--- src/rtl/id_ex_operand_stage.sv ---
// ID/EX pipeline register with operand forwarding, load-use hazard detection and bubble counting.
// Drives the ALU operands and control code one cycle after ID presents an instruction.
module id_ex_operand_stage #(
   parameter int unsigned XLEN = 32,
   parameter int unsigned REGA = 5,
   parameter int unsigned CntW = 16
) (
   input  logic            clk_i,
   input  logic            rst_i,
   input  logic            id_valid_i,
   input  logic [REGA-1:0] id_rs1_i,
   input  logic [REGA-1:0] id_rs2_i,
   input  logic [XLEN-1:0] id_rs1_data_i,
   input  logic [XLEN-1:0] id_rs2_data_i,
   input  logic [XLEN-1:0] id_imm_i,
   input  logic            id_alusrc_i,
   input  logic            id_uses_rs2_i,
   input  logic [3:0]      id_ctrl_i,
   input  logic [REGA-1:0] id_rd_i,
   input  logic            id_regwrite_i,
   input  logic            id_memread_i,
   input  logic            id_memwrite_i,
   input  logic            id_memtoreg_i,
   input  logic            exmem_regwrite_i,
   input  logic [REGA-1:0] exmem_rd_i,
   input  logic [XLEN-1:0] exmem_result_i,
   input  logic            memwb_regwrite_i,
   input  logic [REGA-1:0] memwb_rd_i,
   input  logic [XLEN-1:0] memwb_result_i,
   input  logic            stall_i,
   input  logic            flush_i,
   output logic [XLEN-1:0] data1_o,
   output logic [XLEN-1:0] data2_o,
   output logic [3:0]      ctrl_o,
   output logic [XLEN-1:0] store_data_o,
   output logic [REGA-1:0] rd_o,
   output logic            regwrite_o,
   output logic            memread_o,
   output logic            memwrite_o,
   output logic            memtoreg_o,
   output logic            valid_o,
   output logic            hazard_o,
   output logic [15:0]     bubble_cnt_o
);

   typedef struct packed {
      logic            valid;
      logic [REGA-1:0] rs1;
      logic [REGA-1:0] rs2;
      logic [XLEN-1:0] rs1_data;
      logic [XLEN-1:0] rs2_data;
      logic [XLEN-1:0] imm;
      logic            alusrc;
      logic [3:0]      ctrl;
      logic [REGA-1:0] rd;
      logic            regwrite;
      logic            memread;
      logic            memwrite;
      logic            memtoreg;
   } stage_t;

   stage_t            stage_q, stage_d, id_fields;
   logic [CntW-1:0]   bubble_cnt_q, bubble_cnt_d;
   logic              hazard;
   logic              bubble_ins;
   logic [XLEN-1:0]   fwd_rs1, fwd_rs2;

   always_comb begin
      id_fields.valid    = id_valid_i;
      id_fields.rs1      = id_rs1_i;
      id_fields.rs2      = id_rs2_i;
      id_fields.rs1_data = id_rs1_data_i;
      id_fields.rs2_data = id_rs2_data_i;
      id_fields.imm      = id_imm_i;
      id_fields.alusrc   = id_alusrc_i;
      id_fields.ctrl     = id_ctrl_i;
      id_fields.rd       = id_rd_i;
      id_fields.regwrite = id_regwrite_i;
      id_fields.memread  = id_memread_i;
      id_fields.memwrite = id_memwrite_i;
      id_fields.memtoreg = id_memtoreg_i;
   end

   // Load in EX whose destination is read by the instruction waiting in ID.
   always_comb begin
      hazard = stage_q.valid & stage_q.memread & (stage_q.rd != '0) & id_valid_i &
               ((stage_q.rd == id_rs1_i) | (id_uses_rs2_i & (stage_q.rd == id_rs2_i)));
   end

   always_comb begin
      stage_d    = stage_q;
      bubble_ins = 1'b0;
      if (flush_i) begin
         stage_d = '0;
      end else if (stall_i) begin
         stage_d = stage_q;
      end else if (hazard) begin
         stage_d    = '0;
         bubble_ins = 1'b1;
      end else begin
         stage_d = id_fields;
      end
   end

   always_comb begin
      bubble_cnt_d = bubble_cnt_q;
      if (bubble_ins && (bubble_cnt_q != '1)) begin
         bubble_cnt_d = bubble_cnt_q + 1'b1;
      end
   end

   always_ff @(posedge clk_i) begin
      if (rst_i) begin
         stage_q      <= '0;
         bubble_cnt_q <= '0;
      end else begin
         stage_q      <= stage_d;
         bubble_cnt_q <= bubble_cnt_d;
      end
   end

   // EX/MEM is the younger result, so it takes precedence; x0 is never forwarded.
   always_comb begin
      if (exmem_regwrite_i && (exmem_rd_i != '0) && (exmem_rd_i == stage_q.rs1)) begin
         fwd_rs1 = exmem_result_i;
      end else if (memwb_regwrite_i && (memwb_rd_i != '0) && (memwb_rd_i == stage_q.rs1)) begin
         fwd_rs1 = memwb_result_i;
      end else begin
         fwd_rs1 = stage_q.rs1_data;
      end
      if (exmem_regwrite_i && (exmem_rd_i != '0) && (exmem_rd_i == stage_q.rs2)) begin
         fwd_rs2 = exmem_result_i;
      end else if (memwb_regwrite_i && (memwb_rd_i != '0) && (memwb_rd_i == stage_q.rs2)) begin
         fwd_rs2 = memwb_result_i;
      end else begin
         fwd_rs2 = stage_q.rs2_data;
      end
   end

   assign data1_o      = fwd_rs1;
   assign data2_o      = stage_q.alusrc ? stage_q.imm : fwd_rs2;
   assign store_data_o = fwd_rs2;
   assign ctrl_o       = stage_q.ctrl;
   assign rd_o         = stage_q.rd;
   assign regwrite_o   = stage_q.regwrite;
   assign memread_o    = stage_q.memread;
   assign memwrite_o   = stage_q.memwrite;
   assign memtoreg_o   = stage_q.memtoreg;
   assign valid_o      = stage_q.valid;
   assign hazard_o     = hazard;
   assign bubble_cnt_o = 16'(bubble_cnt_q);

endmodule

--- config.mk ---
export PLATFORM = sky130hd
export DESIGN_NAME = id_ex_operand_stage
export DESIGN_NICKNAME = d
export VERILOG_FILES = /design/src/rtl/id_ex_operand_stage.sv
export SDC_FILE = /design/constraint.sdc
export NUM_CORES = 1
export LEC_CHECK = 0
export BUFFER_PORTS_ARGS = -buffer_cell sky130_fd_sc_hd__buf_2
export CORE_ASPECT_RATIO = 1.25
export CORE_MARGIN = 4
export CORE_UTILIZATION = 44
export CTS_BUF_LIST = sky130_fd_sc_hd__clkbuf_4
export DETAILED_ROUTE_END_ITERATION = 12
export HOLD_SLACK_MARGIN = 0.08
export PLACE_DENSITY = 0.83
export SYNTH_ARGS = -nofsm -noshare
export SYNTH_HDL_FRONTEND = slang
export SYNTH_SLANG_ARGS = --single-unit
--- constraint.sdc ---
create_clock -name clk_i -period 2.35 [get_ports clk_i]
set_input_delay 0.47 -clock clk_i [delete_from_list [all_inputs] [get_ports clk_i]]
set_output_delay 0.47 -clock clk_i [all_outputs]
set_load 0.02 [all_outputs]
### Word level (Yosys, flattened, before mapping)

Index checks and enable logic that the tools add are counted.

| word-level totals | value |
|---|---|
| input bits | 202 |
| bits in registers | 137 |
| word-level logic and storage cells | 48 |
| output and inout port bits | 127 |

| cells by class | value |
|---|---|
| $add $sub $neg | 1 |
| equal/unequal tests | 7 |
| bitwise operators | 6 |
| reduce and logical (&&, ||, !) cells | 11 |
| multiplexer cells | 9 |

Operator list:

| operator | count |
|---|---|
| 32-bit 2-to-1 mux | 5 |
| 121-bit 2-to-1 mux | 1 |
| 5-bit equality test | 6 |
| 16-bit by 1-bit adder with 16-bit output (second input constant) | 1 |
| 16-bit inequality test (second input constant) | 1 |
| 5-bit nonzero test | 3 |
| 1-bit logical AND | 7 |
| 1-bit bitwise AND | 5 |
| 1-bit 2-to-1 mux | 3 |
| 2-bit OR reduction | 1 |
| 1-bit bitwise OR | 1 |

### Depth between registers and ports, before layout

Gate-level depths: netlist of the first run.

| depth | value |
|---|---|
| word-level depth | 8 |
| depth in mapped cells | 7 |
| mapped depth without buffers | 6 |

### Worst setup path after synthesis of the first run

Ideal clock, no wire load.

| timing | value |
|---|---|
| path type | input to output |
| start point | input exmem_rd_i[1] |
| end point | output data2_o[10] |
| path slack | -0.230 ns |
| data required time | 1.880 ns |
| stages | 7 |
| data arrival time | 2.110 ns |
| path buffers | 2 |
| cell sequence | or4_4 o211ai_4 or2_1 buf_6 buf_12 a31oi_4 mux2_2 |

| on the way | value |
|---|---|
| longest elaborated chain between the ends | 5 |
| elaborated cells between the ends (all ways) | 6 |
| those cells by class | 1 x eq/ne; 2 x mux; 3 x reduce/logical |

RTL lines:

| element | line | text |
|---|---|---|
| start: declaration | 25 | `input logic [REGA-1:0] exmem_rd_i,` |
| 5-bit nonzero test | 131 | `if (exmem_regwrite_i && (exmem_rd_i != '0) && (exmem_rd_i == stage_q.rs2)) begin` |
| 1-bit logical AND | 131 |  |
| 1-bit logical AND (*) | 131 |  |
| 32-bit 2-to-1 mux (*) | 131 |  |
| named net store_data_o[10] | 35 | `output logic [XLEN-1:0] store_data_o,` |
| 32-bit 2-to-1 mux (*) | 141 | `assign data2_o = stage_q.alusrc ? stage_q.imm : fwd_rs2;` |
| end: declaration | 33 | `output logic [XLEN-1:0] data2_o,` |

Mark *: on every way through the listed nets, which the timed path passes. The rest lies on a longest branch.

### Final worst setup path of the first run

| timing | value |
|---|---|
| start point | register stage_q[111] in the netlist's numbering |
| end point | output data2_o[25] |

| on the way | value |
|---|---|
| longest elaborated chain between the ends | 5 |
| elaborated cells between the ends (all ways) | 7 |
| those cells by class | 2 x eq/ne; 3 x mux; 2 x reduce/logical |

RTL lines:

| element | line | text |
|---|---|---|
| start: declaration | 62 | `stage_t stage_q, stage_d, id_fields;` |
| start signal: assignment | 117 | `stage_q <= stage_d;` |
| 5-bit equality test | 133 | `end else if (memwb_regwrite_i && (memwb_rd_i != '0) && (memwb_rd_i == stage_q.rs2)) begin` |
| 1-bit logical AND | 133 |  |
| 32-bit 2-to-1 mux | 133 |  |
| 32-bit 2-to-1 mux (*) | 131 |  |
| 32-bit 2-to-1 mux (*) | 141 |  |

Every way passes the cells marked *; elsewhere a longest branch is shown, timed or not.

==> results of run 1 <==
[synthesized netlist by cell type (2+ instances only)]
master	count
a22o_1	121
and3_1	3
buf_2	26
dfxtp_1	137
mux2_1	5
or4_4	2
clkbuf_1	35
nor2b_1	5
o31ai_1	8
or4_1	11
o21a_1	2
buf_1	3
buf_4	9
a21oi_1	42
nor4_2	2
buf_12	3
nor3_1	40
mux2_2	32
a31oi_4	30
xnor2_1	14
nand3_1	40
mux2i_1	33
or3_1	2
nand2b_1	2
nor2_1	43
o21ai_1	37
a31oi_1	2
xor2_1	16
nand4_1	7
nand2_1	6
[kinds of logic after synthesis]
family / Yosys count / synth area share (%)
mux: 70 / 10.20
fa+ha+maj: 1 / 0.1708
simple gates: 169 / 12.16
xor+xnor: 30 / 3.588
buf+inv: 78 / 5.672
compound gates: 247 / 30.75
flops: 137 / 37.45
[area by class of cell]
| type | instances | area (um2) |
|---|---|---|
| Clock inverter | 14 | 180.2 |
| Tap cell | 216 | 270.3 |
| Timing Repair Buffer | 438 | 3463 |
| Clock buffer | 18 | 135.1 |
| Inverter | 1 | 3.754 |
| Fill cell | 991 | 3946 |
| Multi-Input combinational cell | 517 | 5470 |
| Sequential cell | 137 | 2774 |
| Antenna cell | 9 | 22.52 |
[worst reg2reg max path: cells and delay by family, from the launching register on]
family	cells	cell delay [ns]
compound gates	2	0.48
buf+inv	2	0.23
flops	1	0.37
mux	1	0.32
simple gates	2	0.70
[what timing repair did]
item | 4_1_cts | 5_1_grt
setup endpoints to repair | 97 | 97
pin swaps | 14 | 29
cloned | 10 | 5
resized for setup | 256 | 141
buffers inserted | 19 | 8
hold buffers | 0 | 0
[per-stage QoR]
stage,util (%),instances
after global routing,75.74,1350
final,75.74,1350
after CTS,70.66,1332
after detailed placement,60.58,1272
after global placement,60.58,1272
after floorplan,-,732
[report_power, final]
group          internal, uW  leakage, uW  switching [uW]
clock                   844     0.000168             923
combinational           649      0.00366             731
sequential             2390      0.00112            63.9
total                  3880      0.00495            1720
[how the worst max path moves through the flow]
stage	depth (start not counted)	from	slack [ns]	end
after floorplan	7	exmem_rd_i[1]	-0.22	data2_o[10]
after global placement	8	exmem_rd_i[1]	-0.47	data2_o[2]
after detailed placement	8	exmem_rd_i[1]	-0.50	data2_o[0]
after CTS	7	stage_q[111]	-0.79	data2_o[0]
after global routing	10	stage_q[111]	-0.88	data2_o[0]
final	7	stage_q[111]	-0.78	data2_o[25]
[layout by cell type (no fill, tap or decap), types with 10 or more instances in the layout]
| master | synthesis | layout |
|---|---|---|
| o21ai_4 | 0 | 12 |
| mux2i_1 | 33 | 10 |
| buf_4 | 9 | 73 |
| nand3_2 | 0 | 21 |
| xor2_1 | 16 | 14 |
| buf_12 | 3 | 22 |
| clkbuf_4 | 0 | 18 |
| a21oi_2 | 0 | 14 |
| mux2i_4 | 0 | 11 |
| nand3_1 | 40 | 13 |
| nor3_1 | 40 | 32 |
| mux2i_2 | 0 | 12 |
| dfxtp_1 | 137 | 124 |
| buf_6 | 1 | 78 |
| a22o_1 | 121 | 121 |
| buf_2 | 26 | 252 |
| a21oi_4 | 0 | 18 |
| a31oi_4 | 30 | 32 |
| nor2_4 | 0 | 22 |
| a21oi_1 | 42 | 10 |
| nor2_1 | 43 | 16 |
| mux2_4 | 0 | 30 |
| o21ai_2 | 0 | 21 |
[metal layers]
metal	vias up	routed length [um]	global-route usage, %
li1	3573	-	-
met1	4000	11400	33.53
met2	649	17610	54.22
met3	203	3470	8.429
met4	8	2492	20.53
met5	-	54	0
[flip-flops by register name (all words and copies together) (netlist names)]
signal        flops
bubble_cnt_o     16
ctrl_o            4
memread_o         1
memtoreg_o        1
memwrite_o        1
rd_o              5
regwrite_o        1
stage_q         107
valid_o           1
==> flow_summary.yaml, run 1 <==
status:
  outcome: "finished with violations"
  failed_checks: "setup timing"
power:
  power_leakage_uw: 0.004952
  report.power.total_uw: 5598
  peakVddDrop_v: 0.0003724
  power.density_mw_per_mm2: 454.4
worst_setup_path:
  critPathTopFamily: "simple AND/OR/NAND/NOR gates"
  crit_path_end_kind: "output pin"
  timing.setup.critical_path_class: "reg -> out"
  launching_element_type_of_the_critical_path: "flip-flop"
  ff2ff_path_depth: 7
  critical_path.max_stage_delay_ns: 0.61
  critical_path.reg2reg.startpoint: "rd_o[1]"
  cp.required_ns: 1.88
  path_buf_inv: 2
  cp_data_arrival_time_ns: 2.66
  critical_path.slowest_cell: "or4b_4"
  worstPathMaxFanout: 16
  regToRegSetupSlack_ns: 0.12
  reg2reg_to: "bubble_cnt_o[0]"
  crit_chain: "xor2_2 -> or4b_4 -> buf_16 -> o21ai_2 -> a31oi_4 -> mux2_4 -> buf_2"
global_routing:
  global_route_usage_over_all_layers_pct: 31.65
  grt_antenna_before_repair: 13
  maximum_number_of_pins_on_one_net_before_global_route_repair: 78
  globalRoute.totalOverflow: 0
  grt_pass1_wl_mm: 46.03
  first_global_vias: 8296
place:
  detailedPlace.worstSlack_ns: -0.5004
  buffer_ports.inserted: 328
  gp_routability_congestion: 0.9256
  dp_hpwl_mm: 20.45
  placement.cell_area_mm2: 0.009853
synthesis:
  syn-cell-area_mm2: 0.007323
  synth_cell_type_count: 44
  synth-edff-count: 0
  top_area_cells_in_the_synthesized_netlist: "dfxtp_1 (37%), a22o_1 (14%), a31oi_4 (8.7%), mux2_2 (4.9%), mux2i_1 (4.5%)"
  ys_dominant_reg_cell: "dfxtp_1"
  synth_warnings: 0
  syn_area_per_cell_um2: 10.00
  async_reset_ff_share_pct: 0
  synth-seq-area-share_pct: 37.45
  synthDominantCellAreaShare_pct: 37.45
  synthesis.instances: 732
  yosysTopAreaCell: "dfxtp_1"
  synthesis.nets: 935
  synth.ff_latch_count: 137
min_path:
  hold_path_startpoint: "id_rs2_data_i[17]"
  min_delay_path_depth: 2
  min-delay-path-class: "in -> reg"
  hold-path-endpoint: "stage_q[63]"
detailed_routing:
  vias: 8433
  post_drt_via_cell_ratio: 6.247
  routedWlPerCell_um: 25.94
  antenna_violating_nets_post_route: 0
  drc_viols: 0
  final_routed_wirelength_across_all_metal_layers_mm: 35.02
  drt-pass1-iter-count: 5
  detail_route.iter0.violations: 669
sta:
  final.setup_skew_ns: 0.02551
  report.final.setup_viol: 97
  grt_setup_unrepaired: "true"
  layout_setup_ws_ns: -0.7822
  timing.slew.headroom_pct: 69.89
  achievable-frequency_ghz: 0.3193
  min_period_over_period_pct: 133.3
  hold_violations: 0
  setup_total_negative_slack_ns: -58.97
  worst_hold_slack_ns: 0.1266
  fin_crit_ns: 3.132
  timing_worst_slew_pin_value_ns: 0.4517
  drv_slew: 0
clock_tree:
  htreeDepth: 4
  cts-root-to-sink-buffers: 2
  tritoncts: "built"
  cts.sinks: 137
  clock_tree.root_cell: "clkbuf_4"
  clock_latency_ns: 0.55
  worst_setup_hold_path_clk_slew_ns: 0.14
  tritoncts.num_buffers: 17
die:
  die_width_um: 123.4
  initial_utilization_pct: 45.02
  die_area_mm2: 0.01878
  design.core.area_mm2: 0.01627
  rows: 52
  floorplan.die.height_um: 152.2
  io_pins: 329
cells_and_area:
  num-nets-final: 1315
  post-route-cell-area_mm2: 0.01232
  post_route_cells_drive_above_1_share_pct: 63.56
  area_growth_pct: 68.22
job:
  timing.max_cap.violations: 0
Note: power is estimated with default switching activity, not from simulation.
==> run 2: changes to the inputs <==
--- a/config.mk
+++ b/config.mk
@@ -5,14 +5,15 @@
 export SDC_FILE = /design/constraint.sdc
 export NUM_CORES = 1
 export LEC_CHECK = 0
+export ABC_AREA = 1
 export BUFFER_PORTS_ARGS = -buffer_cell sky130_fd_sc_hd__buf_2
 export CORE_ASPECT_RATIO = 1.25
 export CORE_MARGIN = 4
-export CORE_UTILIZATION = 44
+export CORE_UTILIZATION = 45
 export CTS_BUF_LIST = sky130_fd_sc_hd__clkbuf_4
 export DETAILED_ROUTE_END_ITERATION = 12
 export HOLD_SLACK_MARGIN = 0.08
-export PLACE_DENSITY = 0.83
+export PLACE_DENSITY = 0.84
 export SYNTH_ARGS = -nofsm -noshare
 export SYNTH_HDL_FRONTEND = slang
 export SYNTH_SLANG_ARGS = --single-unit
==> run 2 against run 1 <==
The flow still finishes with violations (setup timing). Die area rose by 5.7%. Power rose by 2.0%. Hold slack got worse by 0.010 ns. Area after synthesis grew 8.5%. Sequential share of layout area down 0.11 points. Non-clock buffer count shrank 39. Setup slack better by 0.29 ns. Synthesized cell count increased by 71%. Largest power group unchanged. Highest routed layer unchanged.
==> flow_summary.yaml, run 2 <==
power:
  share_comb_of_total_power_pct: 26.5
  peakVddDrop_v: 0.0002432
  power.density_mw_per_mm2: 460.2
  power_leakage_uw: 0.006019
  swShare_pct: 34.67
  seq_power_share_pct: 43.3
  net_load_switching_power_uw: 1978
  power_report.internal_total_uw: 3728
  power_frac_clock_pct: 30.2
synthesis:
  netlist_top_cells_count: "nand2_1 (353), nand3_1 (139), dfxtp_1 (137)"
  synth-simple-area-share_pct: 34.70
  ys_dominant_reg_cell: "dfxtp_1"
  synthesis.nets: 1455
  synthDominantCellAreaShare_pct: 34.53
  synth-seq-area-share_pct: 34.53
  syn_area_per_cell_um2: 6.345
  synth.mux.area_fraction_pct: 0
  synth_cell_type_count: 33
  yosysTopAreaCell: "dfxtp_1"
  async_reset_ff_share_pct: 0
  synthXorXnorAreaFrac_pct: 2.315
  synth.ff_latch_count: 137
  synth_top_family_by_area: "simple AND/OR/NAND/NOR gates"
  synth_most_common_cell: "nand2_1"
  synth-edff-count: 0
  synthesis.instances: 1252
  syn-cell-area_mm2: 0.007944
  post_synth_fa_ha_maj_area_fraction_pct: 0.1575
  compound_gate_portion_of_the_synthesized_area_pct: 18.55
  synth_warnings: 0
  top_area_cells_in_the_synthesized_netlist: "dfxtp_1 (35%), nand2_1 (17%), nand3_1 (8.8%), a21oi_1 (7.9%), o21ai_0 (7.8%)"
worst_setup_path:
  cp_data_arrival_time_ns: 2.37
  cp.required_ns: 1.88
  critical_path.slowest_cell: "dfxtp_4"
  crit_chain: "xnor2_1 -> nand2_1 -> nor3_2 -> nand2_2 -> inv_8 -> buf_12 -> nand2_2 -> and2_1 -> buf_4"
  launching_element_type_of_the_critical_path: "flip-flop"
  path_buf_inv: 3
  worstPathMaxFanout: 6
  critPathTopFamily: "simple AND/OR/NAND/NOR gates"
  crit_path_end_kind: "output pin"
  critical_path.max_stage_delay_ns: 0.39
  worst_path_most_repeated_cell: "nand2_2"
  timing.setup.critical_path_class: "reg -> out"
clock_tree:
  worst_setup_hold_path_clk_slew_ns: 0.16
  clock_tree.root_cell: "clkbuf_4"
  tritoncts.num_buffers: 17
  clock_latency_ns: 0.58
  cts.sinks: 137
  cts-root-to-sink-buffers: 2
  htreeDepth: 4
  tritoncts: "built"
place:
  buffer_ports.inserted: 328
  placedCellCount: 1743
  dp_hpwl_mm: 22.66
  gp_routability_congestion: 0.9976
cells_and_area:
  seq_area_mm2: 0.002779
  top_register: "stage_q"
  area_growth_pct: 56.10
  num-nets-final: 1775
  final_common_cell: "nand2_1"
  fill_cells: 1275
  postLayoutCoreUtil_pct: 71.14
  multi_input_comb_area_mm2: 0.005532
  layout.cells.most_common_list: "nand2_1 (327), buf_2 (232), a21oi_1 (125)"
  largest_register_ff_count: 107
  post_layout_nonfiller_instances: 1815
  post_route_cells_drive_above_1_share_pct: 40.00
detailed_routing:
  detail_route.iter0.violations: 1393
  post_drt_via_cell_ratio: 5.932
  drc_viols: 0
  antenna_violating_nets_post_route: 0
  routedWlPerCell_um: 20.69
  vias: 10766
  final_routed_wirelength_across_all_metal_layers_mm: 37.55
  drt-pass1-iter-count: 6
die:
  die_area_mm2: 0.01986
  initial_utilization_pct: 45.57
  die_width_um: 126.8
  design.core.area_mm2: 0.01743
  rows: 54
  floorplan.die.height_um: 156.5
  io_pins: 329
sta:
  worst_hold_slack_ns: 0.1164
  hold_violations: 0
  timing_worst_slew_pin_value_ns: 0.5107
  layout_setup_ws_ns: -0.4899
  timing.slew.headroom_pct: 65.91
  min_period_over_period_pct: 120.8
  drv_slew: 0
  fin_crit_ns: 2.840
  report.final.setup_viol: 96
  achievable-frequency_ghz: 0.3521
  final.setup_skew_ns: 0.02671
  grt_setup_unrepaired: "true"
global_routing:
  first_global_vias: 9214
  maximum_number_of_pins_on_one_net_before_global_route_repair: 71
  grt_antenna_before_repair: 6
  grt_pass1_wl_mm: 47.82
  global_route_usage_over_all_layers_pct: 30.15
  globalRoute.totalOverflow: 0
min_path:
  min-delay-path-class: "in -> reg"
status:
  outcome: "finished with violations"
  failed_checks: "setup timing"
job:
  timing.max_cap.violations: 0
==> run 2: worst paths after layout <==
check / start / to / depth (start not counted) / slack [ns]
setup / recovery: stage_q[111] / store_data_o[18] / 9 / -0.49
hold / removal: id_imm_i[20] / stage_q[34] / 3 / 0.12
setup reg to reg: rd_o[4] / stage_q[53] / 9 / 0.22
hold reg to reg: bubble_cnt_o[15] / bubble_cnt_o[15] / 2 / 0.53
==> run 2: cell type report <==
class / instances / area share, %
antenna: 6 / 0.1211
clock inverter: 15 / 1.433
inverter: 70 / 2.240
timing repair buffer: 399 / 25.90
multi-input combinational: 947 / 44.61
tap: 224 / 2.260
clock buffer: 17 / 1.029
sequential: 137 / 22.41
==> run 2: power by group through the flow <==
stage,logic [uW],clock network (uW),registers (uW)
after floorplan,613,0,2500
after global placement,1100,0,2510
after detailed placement,1110,0,2510
after CTS,1280,1750,2460
after global routing,1600,1850,2480
final,1510,1720,2470
==> run 2: metal layers <==
metal / up-vias / global-route usage, % / part of all wire (%)
met5: - / 0 / 0.035
li1: 4773 / - / -
met2: 876 / 51.59 / 48
met4: 2 / 15.18 / 7.6
met3: 233 / 7.101 / 11
met1: 4882 / 35.26 / 33
==> run 2: timing repair <==
| item | in CTS | in global routing |
|---|---|---|
| hold buffers | 3 | 6 |
| gates resized for setup | 223 | 205 |
| pin swaps | 14 | 43 |
| endpoints found under the setup margin | 97 | 97 |
| buffers inserted | 1 | 8 |
| hold endpoints to repair | 3 | 6 |
| cloned | 2 | 14 |
==> run 2: stage by stage <==
stage / power, uW / cell area, um2 / setup TNS (ns) / worst slack [ns]
global placement: 3608 / 9879 / -0.03226 / -0.01465
finish: 5707 / 12400 / -37.35 / -0.4899
global route: 5924 / 12400 / -48.50 / -0.6437
detailed placement: 3623 / 9879 / -0.6890 / -0.06979
floorplan: 3115 / 7944 / 0 / 0.2671
CTS: 5488 / 10990 / -28.06 / -0.3519
==> run 2: worst min-delay path, delay by kind of cell <==
family                 cells  cell delay [ns]
AOI/OAI and AO/OA          1             0.05
and+or+nand+nor            1             0.05
buffers and inverters      1             0.10
==> run 2: kinds of logic (layout without fill, tap and decap cells) <==
logic type	after synthesis	count (layout)
AND/OR/NAND/NOR	639	640
adder cells (fa/ha/maj)	1	1
XOR/XNOR	21	21
AO/OA/AOI/OAI	285	285
other	0	6
buffers and inverters	169	501
flip-flops	137	137
